## src/rtl/rv32i_pkg.sv

```systemverilog
// Shared RV32I core definitions: fetch FSM states, reset/NOP constants and
// small PC helpers used by the fetch stage.
package rv32i_pkg;

    typedef enum logic [1:0] {
        FETCH   = 2'd0,
        CAPTURE = 2'd1,
        VALID   = 2'd2,
        HALT    = 2'd3
    } fetch_state_t;

    localparam logic [31:0] NOP_INSTR = 32'h0000_0013;
    localparam logic [31:0] IMEM_BASE = 32'h0000_1000;
    localparam logic [31:0] PC_STEP   = 32'd4;

    // Sequential successor; wraps modulo 2^32 by construction.
    function automatic logic [31:0] pc_inc(input logic [31:0] pc);
        return pc + PC_STEP;
    endfunction

    // Word-align a jump/branch target by clearing the byte-offset bits.
    function automatic logic [31:0] pc_align(input logic [31:0] target);
        return target & ~32'd3;
    endfunction

    function automatic logic pc_misaligned(input logic [31:0] target);
        return |target[1:0];
    endfunction

endpackage

```

## src/rtl/instr_fetch.sv

```systemverilog
// Instruction fetch stage of the multicycle RV32I core: PC, instruction
// register and valid/ready hand-off to decode. Optional FETCH_MISALIGN_CHECK_EN
// halts on misaligned redirects instead of silently aligning them.
module instr_fetch
    import rv32i_pkg::*;
#(
    parameter logic [31:0] RESET_PC = IMEM_BASE
) (
    input  logic        clk,
    input  logic        reset,
    output logic [31:0] imem_address,
    input  logic [31:0] imem_data_out,
    output logic [31:0] instr,
    output logic [31:0] instr_pc,
    output logic [31:0] instr_pc_plus4,
    output logic        instr_valid,
    input  logic        instr_ready,
    input  logic        redirect_valid,
    input  logic [31:0] redirect_pc,
    output logic [31:0] fetch_count,
    output logic        misalign_err
);

    fetch_state_t state, state_next;
    logic [31:0]  pc, pc_next;
    logic [31:0]  instr_q;
    logic [31:0]  instr_pc_q;
    logic [31:0]  fetch_count_q;
    logic         capture;
    logic         accept;
    logic         halt_set;

    always_ff @(posedge clk or posedge reset) begin
        if (reset) begin
            state <= FETCH;
            pc    <= RESET_PC;
        end else begin
            state <= state_next;
            pc    <= pc_next;
        end
    end

    // Redirect overrides the sequential update and discards any in-flight read.
    always_comb begin
        state_next = state;
        pc_next    = pc;
        capture    = 1'b0;
        accept     = 1'b0;
        halt_set   = 1'b0;

        case (state)
            FETCH:   state_next = CAPTURE;
            CAPTURE: begin
                capture    = 1'b1;
                state_next = VALID;
            end
            VALID: begin
                if (instr_ready) begin
                    accept     = 1'b1;
                    pc_next    = pc_inc(pc);
                    state_next = FETCH;
                end
            end
            default: state_next = HALT;
        endcase

        if (redirect_valid && state != HALT) begin
            capture = 1'b0;
`ifdef FETCH_MISALIGN_CHECK_EN
            if (pc_misaligned(redirect_pc)) begin
                halt_set   = 1'b1;
                state_next = HALT;
            end else begin
                pc_next    = redirect_pc;
                state_next = FETCH;
            end
`else
            pc_next    = pc_align(redirect_pc);
            state_next = FETCH;
`endif
        end
    end

    always_ff @(posedge clk or posedge reset) begin
        if (reset) begin
            instr_q    <= NOP_INSTR;
            instr_pc_q <= RESET_PC;
        end else if (capture) begin
            instr_q    <= imem_data_out;
            instr_pc_q <= pc;
        end
    end

    always_ff @(posedge clk or posedge reset) begin
        if (reset) begin
            fetch_count_q <= '0;
        end else if (accept) begin
            fetch_count_q <= fetch_count_q + 32'd1;
        end
    end

`ifdef FETCH_MISALIGN_CHECK_EN
    logic misalign_q;

    always_ff @(posedge clk or posedge reset) begin
        if (reset) begin
            misalign_q <= 1'b0;
        end else if (halt_set) begin
            misalign_q <= 1'b1;
        end
    end

    assign misalign_err = misalign_q;
`else
    logic unused_halt;
    assign unused_halt  = halt_set;
    assign misalign_err = 1'b0;
`endif

    assign imem_address   = pc;
    assign instr          = instr_q;
    assign instr_pc       = instr_pc_q;
    assign instr_pc_plus4 = pc_inc(instr_pc_q);
    assign instr_valid    = (state == VALID);
    assign fetch_count    = fetch_count_q;

endmodule

```

## config.mk

```make
export PLATFORM = sky130hd
export DESIGN_NAME = instr_fetch
export DESIGN_NICKNAME = d
export VERILOG_FILES = /design/src/rtl/rv32i_pkg.sv /design/src/rtl/instr_fetch.sv
export SDC_FILE = /design/constraint.sdc
export NUM_CORES = 1
export LEC_CHECK = 0
export ABC_CLOCK_PERIOD_IN_PS = 5300
export CAP_MARGIN = 15
export CORE_MARGIN = 2
export CORE_UTILIZATION = 40
export DETAILED_ROUTE_END_ITERATION = 10
export GPL_TIMING_DRIVEN = 0
export PLACE_DENSITY = 0.74
export SLEW_MARGIN = 20
export SYNTH_ARGS = -nofsm -noshare
export SYNTH_HDL_FRONTEND = slang
export SYNTH_SLANG_ARGS = --single-unit
```

## constraint.sdc

```tcl
create_clock -name clk -period 5.3 [get_ports clk]
set_clock_uncertainty 0.05 [all_clocks]
set_input_delay 0.795 -clock clk [delete_from_list [all_inputs] [get_ports clk]]
set_output_delay 0.795 -clock clk [all_outputs]
set_load 0.02 [all_outputs]
```

==> results.yml <==
finish:
  nets: 865
  multiInputGateArea_um2: 2813
  drive_gt1_share_pct: 14.68
  regArea_um2: 3159
  fin_cells: 993
  fill_cells: 1215
  area_growth_pct: 51.46
die:
  core_area_um2: 15090
  initial_core_util_pct: 40.49
  ios: 230
  die_h_um: 127.6
  rows: 45
  die_x_um: 127.6
  dieArea_um2: 16280
timing:
  max_slew_margin_pct: 40.91
  fmax_mhz: 238.3
  rsz0062_at_grt: "no"
  fin_crit_sh_pct: 79.16
  maxSlewViolCount: 0
  min_period_ns: 4.196
  fin_hold_ws_ns: 0.4405
  hold_viol: 0
  tightest_slew_ns: 0.8790
  tns_ns: 0
  setup_viol: 0
setup_path:
  r2r-start: "state[0]"
  worstSetupStartpointType: "flip-flop"
  rr_worst_depth: 6
  worst_setup_path_end_kind: "output port"
  required_ns: 4.45
  rr_endpoint: "instr[2]"
  path_class: "flip-flop to output port"
  cp_data_arrival_time_ns: 3.35
  crit_path_max_fanout: 6
  rrSetupSlack_ns: 2.55
hold_path:
  worstHoldEndpoint: "fetch_count[29]"
  hold_start: "fetch_count[29]"
  min_path_type: "flip-flop to flip-flop"
  hold_depth: 1
detailed_routing:
  wl_per_cell_um: 16.43
  route.detailed.drc: 0
  viasPerCell: 5.088
  vias: 5052
  drtPass1Iterations: 4
  ant_nets: 0
  detailedRoute.firstIterationViolations: 221
  routed_wl_um: 16310
global_route:
  grt_pass1_wl_um: 25970
  first_global_vias: 4955
  grtUsageTotal_pct: 20.52
  grt_max_degree: 80
  grt-ovfl-total: 0
  antenna_found_initial: 1
synth:
  ys_seq_elements: 126
  ys_warn_count: 0
  synth-edff-count: 0
  yosysSeqAreaShare_pct: 51.71
  ys_types: 38
  postSynthAreaPerCell_um2: 11.21
  syn_inst: 545
  synthFlopType: "dfrtp_1"
  synth_area_um2: 6110
  async_reset_ff_share_pct: 100.0
placed_design:
  dp_hpwl_um: 12350
  place_congestion: 0.8400
  placedCellCount: 960
  port_buffers: 220
clock_network:
  cts_made_buffers: 17
  clockBufferDepth: 2
  ctsResizeCount: 0
  ctsHoldBuffers: 0
  postCtsSetupRepairBufs: 0
  cts.htree.levels: 4
  cts_tree: "done"
  clk_latency_ns: 0.42
  cts_num_sinks: 126
  path_clk_slew_ns: 0.06
  cts_root_buffer: "clkbuf_16"
job:
  drv_cap: 0
power_and_ir_drop:
  powerDensity_nw_per_um2: 546.4
  p_leak_nw: 3.846
  irDropWorstVdd_uv: 254.9
status:
  run_status: "finished, final reports clean"
-- worst max-delay path by stage --
| stage | start | to | slack [ns] | cells past startpoint |
|---|---|---|---|---|
| 3_3_place_gp | reset | instr[26] | -0.48 | 2 |
| 2_1_floorplan | reset | fetch_count[0] | 1.11 | 1 |
| 4_1_cts | instr_pc[2] | instr_pc_plus4[28] | 1.09 | 7 |
| 5_1_grt | instr_pc[12] | instr_pc_plus4[31] | 0.97 | 7 |
| 6_report | instr_pc[12] | instr_pc_plus4[31] | 1.10 | 7 |
| 3_5_place_dp | instr_pc[2] | instr_pc_plus4[28] | 1.54 | 7 |
-- registers in the layout (all words and copies together), names as in the netlist --
| signal | count |
|---|---|
| imem_address | 30 |
| fetch_count | 32 |
| instr | 32 |
| state | 2 |
| instr_pc | 30 |
-- worst max-delay path: stages, from the launching register on --
cell and delay [ns]:
dfstp_2 0.57, nand4_1 0.14, or4_1 0.58, buf_2 0.20, nor4_4 0.38, nand4_1 0.23, xnor2_1 0.18, clkdlybuf4s50_1 0.66
-- cell usage in the layout, fill, tap and decap left out, drive strengths merged, types with 7 or more instances in the layout --
cell type	count
nand3	28
xnor2	54
dfrtp	121
nand4	25
buf	10
conb	7
and3	13
mux2	59
nor3	12
nor4	7
xor2	34
o21ai	31
nand2	64
clkdlybuf4s50	220
inv	11
and4	10
clkbuf	37
nor2	17
-- final cells by class --
class	instances	share of cell area (%)
Clock inverter	10	1.717
Antenna cell	1	0.02704
Sequential cell	126	34.14
Tap cell	188	2.542
Timing Repair Buffer	221	24.09
Multi-Input combinational cell	390	30.39
Buffer	24	1.352
Inverter	11	0.5003
Clock buffer	22	5.233
-- cell families after synthesis --
family / Yosys count / synth area share [%]
and+or+nand+nor: 194 / 17.67
DFF: 126 / 51.71
xor gates and xnor gates: 88 / 12.62
muxes: 60 / 11.04
AOI/OAI and AO/OA: 35 / 2.949
buffers and inverters: 35 / 2.724
adders and majority gates: 6 / 1.229
other: 1 / 0.06138
-- layer usage --
layer / part of all wire, % / global-route usage, % / up-vias
met3: 6.8 / 6.156 / 29
li1: - / - / 2370
met2: 49 / 33.72 / 184
met5: 0 / 0 / -
met1: 42 / 25.26 / 2469
met4: 2.4 / 8.533 / 0
-- cell usage after synthesis (2+ instances only) --
master	count	share of area [%]
nand3_1	28	2.3
nor2_1	17	1.0
o21ai_1	2	0.16
dfstp_2	5	2.2
ha_1	6	1.2
nor4_4	4	1.4
nand2b_1	4	0.41
and2_1	3	0.31
inv_1	11	0.68
o21ai_0	29	2.4
dfrtp_1	121	50
buf_4	7	0.86
mux2_2	59	11
or2_2	2	0.20
or4_1	3	0.37
clkbuf_1	15	0.92
xor2_1	34	4.9
nor4_1	2	0.20
a21oi_1	2	0.16
xnor2_1	54	7.7
nand2_1	64	3.9
and4_1	10	1.4
and3_1	13	1.3
nor3_1	11	0.90
nor2b_1	3	0.31
nand4_1	24	2.5
-- where the power goes --
group          internal, mW  switching, mW
clock                 0.834          0.416
sequential             1.28          0.349
combinational          1.13           1.04
total                  3.25           1.81
-- per-stage QoR --
step           worst slack (ns)  cell area (µm²)  power [mW]  util [%]
4_1_cts                   1.086             9245       5.108     61.27
3_3_place_gp            -0.4848             8569       3.770     56.79
6_report                  1.104             9254       5.057     61.33
2_1_floorplan             1.107             6132       2.735         -
3_5_place_dp              1.545             8602       3.834     57.01
5_1_grt                  0.9710             9251       5.318     61.31
(Power assumes the default switching activity.)
